File: src/rtl/load_hazard_scoreboard.sv
// Load-use hazard scoreboard: one countdown per register tracks in-flight loads,
// and decode stalls while any read operand still waits on its load data.
module load_hazard_scoreboard #(
  parameter int unsigned REG_AW   = 4,
  parameter int unsigned NSRC     = 2,
  parameter int unsigned LOAD_LAT = 1,
  parameter int unsigned CNT_W    = 16,
  parameter int unsigned ZERO_REG = 1
) (
  input  logic                   clk,
  input  logic                   rst,
  input  logic [NSRC*REG_AW-1:0] src_addr,
  input  logic [NSRC-1:0]        src_re,
  input  logic                   issue_valid,
  input  logic [REG_AW-1:0]      dst_addr,
  input  logic                   dst_we,
  input  logic                   is_load,
  input  logic                   flush,
  output logic                   nop_mux,
  output logic                   f_reg_en,
  output logic                   pc_en,
  output logic [CNT_W-1:0]       stall_count
);

  localparam int unsigned NREG = 2 ** REG_AW;
  localparam int unsigned PW   = $clog2(LOAD_LAT + 1);
  localparam logic [PW-1:0] LAT_VAL = PW'(LOAD_LAT);

  logic [PW-1:0]     pend [NREG];
  logic              hazard;
  logic              stall;
  logic              issue;
  logic              dst_is_zero;
  logic [REG_AW-1:0] addr;

  always_comb begin
    hazard = 1'b0;
    addr   = '0;
    for (int unsigned i = 0; i < NSRC; i++) begin
      addr = src_addr[i*REG_AW +: REG_AW];
      if (src_re[i] && (pend[addr] != '0) && !((ZERO_REG != 0) && (addr == '0)))
        hazard = 1'b1;
    end
  end

  assign stall       = hazard && issue_valid && !flush;
  assign issue       = issue_valid && !flush && !stall;
  assign dst_is_zero = (ZERO_REG != 0) && (dst_addr == '0);

  assign nop_mux  = stall;
  assign f_reg_en = !stall;
  assign pc_en    = !stall;

  always_ff @(posedge clk or posedge rst) begin
    if (rst) begin
      for (int unsigned r = 0; r < NREG; r++)
        pend[r] <= '0;
      stall_count <= '0;
    end else begin
      for (int unsigned r = 0; r < NREG; r++)
        if (pend[r] != '0)
          pend[r] <= pend[r] - PW'(1);
      // Later assignment wins, so an issuing writer overrides its own decrement.
      if (issue && dst_we) begin
        if (!is_load)
          pend[dst_addr] <= '0;
        else if (!dst_is_zero)
          pend[dst_addr] <= LAT_VAL;
      end
      if (stall && (stall_count != '1))
        stall_count <= stall_count + CNT_W'(1);
    end
  end

endmodule

File: config.mk
export PLATFORM = sky130hd
export DESIGN_NAME = load_hazard_scoreboard
export DESIGN_NICKNAME = d
export VERILOG_FILES = /design/src/rtl/load_hazard_scoreboard.sv
export SDC_FILE = /design/constraint.sdc
export NUM_CORES = 1
export LEC_CHECK = 0
export CAP_MARGIN = 20
export CORE_ASPECT_RATIO = 1.5
export CORE_MARGIN = 5
export CORE_UTILIZATION = 44
export CTS_CLUSTER_SIZE = 28
export DETAILED_ROUTE_END_ITERATION = 6
export PLACE_DENSITY = 0.75
export SYNTH_ARGS = -nofsm -noshare
export SYNTH_HDL_FRONTEND = slang
export SYNTH_SLANG_ARGS = --single-unit
File: constraint.sdc
create_clock -name clk -period 2.2 [get_ports clk]
set_clock_uncertainty 0.2 [all_clocks]
set_input_delay 0.22 -clock clk [delete_from_list [all_inputs] [get_ports clk]]
set_output_delay 0.22 -clock clk [all_outputs]
set_load 0.01 [all_outputs]
Word-level counts from Yosys, hierarchy flattened:

Index checks and enable logic that the tools add are counted.

* input bits: 20
* latch bits: 0
* output and inout bits: 19
* register bits: 32
* memory bits (read-only): 0
* bits in writable memories: 0
* logic and storage cells: 92
* memories kept: 0

* add/sub/neg operators: 17
* $lt $le $gt $ge: 4
* shift-type cells: 0
* multipliers: 0
* bitwise logic cells: 6
* divide/modulo/power cells: 0
* equality and inequality tests: 1
* reductions and logical operators: 18
* muxes and demuxes: 29

Operator list (number)
* $mux W16: 3
* $mux W1: 23
* $add A16 B1 Y16 const B: 1
* $and A16 B16 Y16: 1
* $ne A16 B16 Y1 const B: 1
* $not A16 Y16: 1
* $or A16 B16 Y16: 1
* $sub A1 B1 Y1 const B: 16
* $ge A5 B5 Y1 const B: 3
* $not A4 Y5: 3
* $logic_not A4 Y1: 3
* $logic_and A1 B1 Y1: 11
* $bmux W1 S4: 2
* $lt A5 B1 Y1 const B: 1
* $demux W1 S4: 1
* $logic_not A1 Y1: 4

Longest topological paths before layout:

* depth after elaboration: 14
* depth in mapped cells: 8
* depth with buffers taken out: 7

Least setup slack after synthesis:

OpenSTA, ideal clock, no wires.

* kind: reg2out
* start point: register pend[12] (netlist bit)
* end point: output port pc_en
* setup slack: -0.135 ns
* arrival: 1.915 ns
* data required time: 1.780 ns
* path buffers: 2
* stages on the path, launching flop included: 7
* cells stage by stage: dfrtp_1 > mux2_1 > a2111o_1 > o311a_1 > a32oi_2 > buf_2 > buf_4

* longest elaborated chain between the ends: 10
* elaborated cells between the ends (all ways): 15
* those cells by class: mux: 8; reduce/logical: 7

RTL lines
* start: declaration: RTL line 29 `logic [PW-1:0] pend [NREG];`
* start signal: indexed assignment: RTL line 62 `pend[r] <= pend[r] - PW'(1);`
* $bmux W1 S4: RTL line 41 `if (src_re[i] && (pend[addr] != '0) && !((ZERO_REG != 0) && (addr == '0)))`
* $mux W1 (not written as such) (2 in a row): RTL line 41
* $logic_and A1 B1 Y1 (2 in a row): RTL line 41
* $mux W1: RTL line 41
* $mux W1 (*): RTL line 41
* $logic_and A1 B1 Y1 (*) (2 in a row): RTL line 46 `assign stall = hazard && issue_valid && !flush;`
* $logic_not A1 Y1 (*)
* end: declaration: RTL line 21 `output logic pc_en,`

Mark *: on every way between the ends. The rest lies on a longest branch, timed or not. The select of a mux whose other input is x is not followed.

Final worst setup path:

* start point: register pend[7] (netlist bit)
* end point: register pend[4] (netlist bit)

* longest elaborated chain between the ends: 13
* elaborated cells between the ends (all ways): 18
* those cells by class: mux: 9; reduce/logical: 9

RTL lines
* $bmux W1 S4: RTL line 41
* $mux W1 (not written as such) (2 in a row): RTL line 41
* $logic_and A1 B1 Y1 (2 in a row): RTL line 41
* $mux W1: RTL line 41
* $mux W1 (*): RTL line 41
* $logic_and A1 B1 Y1 (*) (2 in a row): RTL line 46
* $logic_not A1 Y1 (*): RTL line 47 `assign issue = issue_valid && !flush && !stall;`
* $logic_and A1 B1 Y1 (*): RTL line 47
* $logic_and A1 B1 Y1 (*): RTL line 64 `if (issue && dst_we) begin`
* $mux W16 (*): RTL line 64

Marks and branches as above.
A chain may end at the register's enable or synchronous reset.

==> flow_metrics.tcl <==
set metrics [dict create \
    fp-row-count 27 \
    clkLatencyLatePin_ps 280 \
    p_per_area_nw_per_um2 613 \
    synthTopCellsByArea "dfrtp_1 (48%), xor2_1 (8.1%), mux2i_1 (4.3%)" \
    placedCellCount 242 \
    routed_wirelength_um 5030 \
    synth_top_family_by_area "simple AND/OR/NAND/NOR gates" \
    n_antenna_cell 0 \
    post_drt_wl_per_cell_um 19.7 \
    ir_drop_uv 832 \
    synth_cell_types 37 \
    gp_congestion 0.894 \
    slowest_stage "mux4_2" \
    violations "setup timing" \
    cts_tree "yes" \
    synth_area_leader_cell "dfrtp_1" \
    io-pin-count 39 \
    grt_pass1_wl_um 7880 \
    grt_pass1_vias 1609 \
    slowest_delay_ps 470 \
    async_flop_share 1.00 \
    numPortBuffers 38 \
    final_layout_size_suffix_gt1_frac 0.305 \
    synthAdderAreaFrac 0.00767 \
    dieArea_um2 5050 \
    busiest_layer "met2" \
    cp.required_ps 2200 \
    crit_path_end_kind "register" \
    synth_flop_cell "dfrtp_1" \
    fmax_ghz 0.395 \
    synthCells 153 \
    outcome "complete, but fails checks" \
    grt_use_met3 0.0538 \
    critPathLaunch "pend[7]$_DFF_PP0_" \
    path_class "reg2reg" \
    postRouteAntennaNets 0 \
    path_clk_slew_ps 70 \
    drv_slew 0 \
    fin_setup_tns_ps -6460 \
    fin_crit_ps 2530 \
    cts_max_path_buffers 2 \
    h-tree-depth 2 \
    cp.arrival_ps 2530 \
    hold_violations 0 \
    startpoint_type "register" \
    instances_no_fill 256 \
    setup_viol 34 \
    crit_chain "mux4_2, o311a_1, buf_4, a221o_1, or3b_4, nor2_2" \
    drv_cap 0 \
    worstMarginPinSlew_ps 548 \
    use_met1 0.227 \
    p_int_mw 1.14 \
    ys_seq_area_frac 0.475 \
    die_h_um 84.6 \
    yosys_warnings 0 \
    switching_share 0.261 \
    p_comb_frac 0.206 \
    cts_made_buffers 5 \
    die_x_um 59.7 \
    synthToLayoutAreaGrowth_pct 54.8 \
    synth_compound_area_frac 0.0644 \
    synth_area_um2 1630 \
    grt_remaining_overflow 0 \
    cts.sinks 31 \
    cts_hold_buf 0 \
    cts_root_buf "clkbuf_8" \
    post-route-period-util 1.15 \
    p_sw_uw 404 \
    seqPwrFrac 0.426 \
    cp_max_fo 4 \
    drc_errors 0 \
    setup_slack_ps -332 \
    drt-vias-per-instance 5.84 \
    met2_usage 0.338 \
    drt_iter0_drc 54 \
    first_pass_iters 4 \
    synthXorXnorAreaFrac 0.0805 \
    synthMuxAreaShare 0.105 \
    synth_edf_count 0 \
    synthesis.nets 174 \
    dp_hpwl_um 3120 \
    power.share.clock 0.368 \
    slew_headroom 0.632 \
    rsz0062_at_grt "yes" \
    hp-class "in2async" \
    antenna_found_initial 0 \
    synth_top_area_share 0.475 \
    grt.total_usage 0.204 \
    core_area_um2 3610 \
    p_leak_nw 1.16 \
    dr_total_vias 1495 \
    rr_startpoint "pend[7]$_DFF_PP0_" \
    finalNetCount 233 \
    postSynthAreaPerCell_um2 10.7 \
    grt_start_max_net_pins 32 \
    yosys.area_share.simple 0.235 \
    synth_seq_cells 31 \
    initial_utilization 0.451 \
]
[logic make-up after synthesis]
family / count (synthesis)
AO/OA/AOI/OAI: 11
buffers and inverters: 11
flip-flops: 31
adder cells (fa/ha/maj): 1
multiplexers: 14
AND/OR/NAND/NOR: 70
XOR/XNOR: 15
[routing by layer]
layer / vias to the layer above / routed length, um
li1: 678 / -
met3: 23 / 218
met4: 0 / 367
met5: - / 0
met1: 736 / 1730
met2: 58 / 2720
[per-stage QoR]
step	setup slack, ps	utilization	total power [mW]	cell area (um2)	hold WS, ps
after floorplan	-47.4	-	0.782	1650	82.5
after global routing	-397	0.699	1.62	2530	165
after detailed placement	-844	0.595	0.951	2150	284
final	-332	0.699	1.55	2530	121
after CTS	-258	0.661	1.54	2390	130
after global placement	-784	0.595	0.945	2150	272
[flip-flops by register name, summed over array words and instances, names as in the netlist]
signal and cells:
pend 15, stall_count 16
[worst max-delay path: cells and delay by family (launching register included)]
| kind | cells | cell delay [ps] |
|---|---|---|
| AOI/OAI and AO/OA | 2 | 680 |
| buffers and inverters | 1 | 150 |
| DFF | 1 | 400 |
| muxes | 1 | 470 |
| and+or+nand+nor | 2 | 550 |
[timing repair]
action | CTS | global route
pin swaps | 2 | 12
setup buffers | 3 | 1
gates cloned | 1 | 1
setup endpoints to repair | 34 | 34
resized for setup | 39 | 23
[final cells by class]
class	instances	area (um2)
clock buffers	6	82.6
clock inverters	2	35.0
fillers	255	1090
inverters	5	18.8
multi-input cells	111	990
flip-flops and latches	31	776
well taps	43	53.8
repair buffers	58	571
[worst paths after layout]
check / end / slack, ps / cells after the start
hold reg to reg: stall_count[10]$_DFFE_PP0P_ / 300 / 1
max in group asynchronous: stall_count[13]$_DFFE_PP0P_ / 1380 / 3
setup reg to reg: pend[4]$_DFF_PP0_ / -330 / 6
setup / recovery: pend[4]$_DFF_PP0_ / -330 / 6
hold / removal: pend[2]$_DFF_PP0_ / 120 / 3
min in group clk: stall_count[10]$_DFFE_PP0P_ / 300 / 1
[Yosys cell counts, types with 2 or more instances]
| cell type | n |
|---|---|
| xor2_1 | 15 |
| nand2_1 | 12 |
| mux4_2 | 2 |
| nand4_1 | 6 |
| nand3_1 | 4 |
| nor3_1 | 10 |
| nor2_1 | 13 |
| nand2b_1 | 4 |
| a2111oi_0 | 2 |
| mux2i_1 | 7 |
| mux2_2 | 4 |
| buf_4 | 2 |
| nor4_1 | 5 |
| and3_1 | 3 |
| clkbuf_1 | 2 |
| inv_1 | 5 |
| nor2b_1 | 2 |
| dfrtp_1 | 31 |
| o41ai_1 | 2 |
| buf_2 | 2 |
| nor4b_1 | 2 |
| nor3b_1 | 3 |
[placed cells by master (no fill, tap or decap), types with 2 or more instances in the layout]
cell type / netlist / routed
dfrtp_1: 31 / 31
clkdlybuf4s50_1: 0 / 29
xor2_1: 15 / 15
buf_4: 2 / 15
nand2_1: 12 / 12
nor2_1: 13 / 10
mux2i_1: 7 / 7
nand4_1: 6 / 6
nor3_2: 1 / 6
clkbuf_8: 0 / 6
nor4_4: 0 / 5
dlygate4sd2_1: 0 / 5
mux2_2: 4 / 4
inv_1: 5 / 4
nand2b_1: 4 / 4
nand3_1: 4 / 4
buf_6: 0 / 4
and3_1: 3 / 3
nor3_1: 10 / 3
nor2_2: 0 / 3
nor3b_1: 3 / 2
a2111oi_2: 0 / 2
mux4_2: 2 / 2
nor3_4: 0 / 2
nor4b_2: 0 / 2
[power by group through the flow]
stage	combinational, mW	sequential (mW)	clock (mW)
2_1_floorplan	0.102	0.680	0
3_3_place_gp	0.277	0.667	0
3_5_place_dp	0.283	0.668	0
4_1_cts	0.300	0.660	0.582
5_1_grt	0.342	0.669	0.613
6_report	0.319	0.659	0.571
Note: power is estimated with default switching activity, not from simulation.
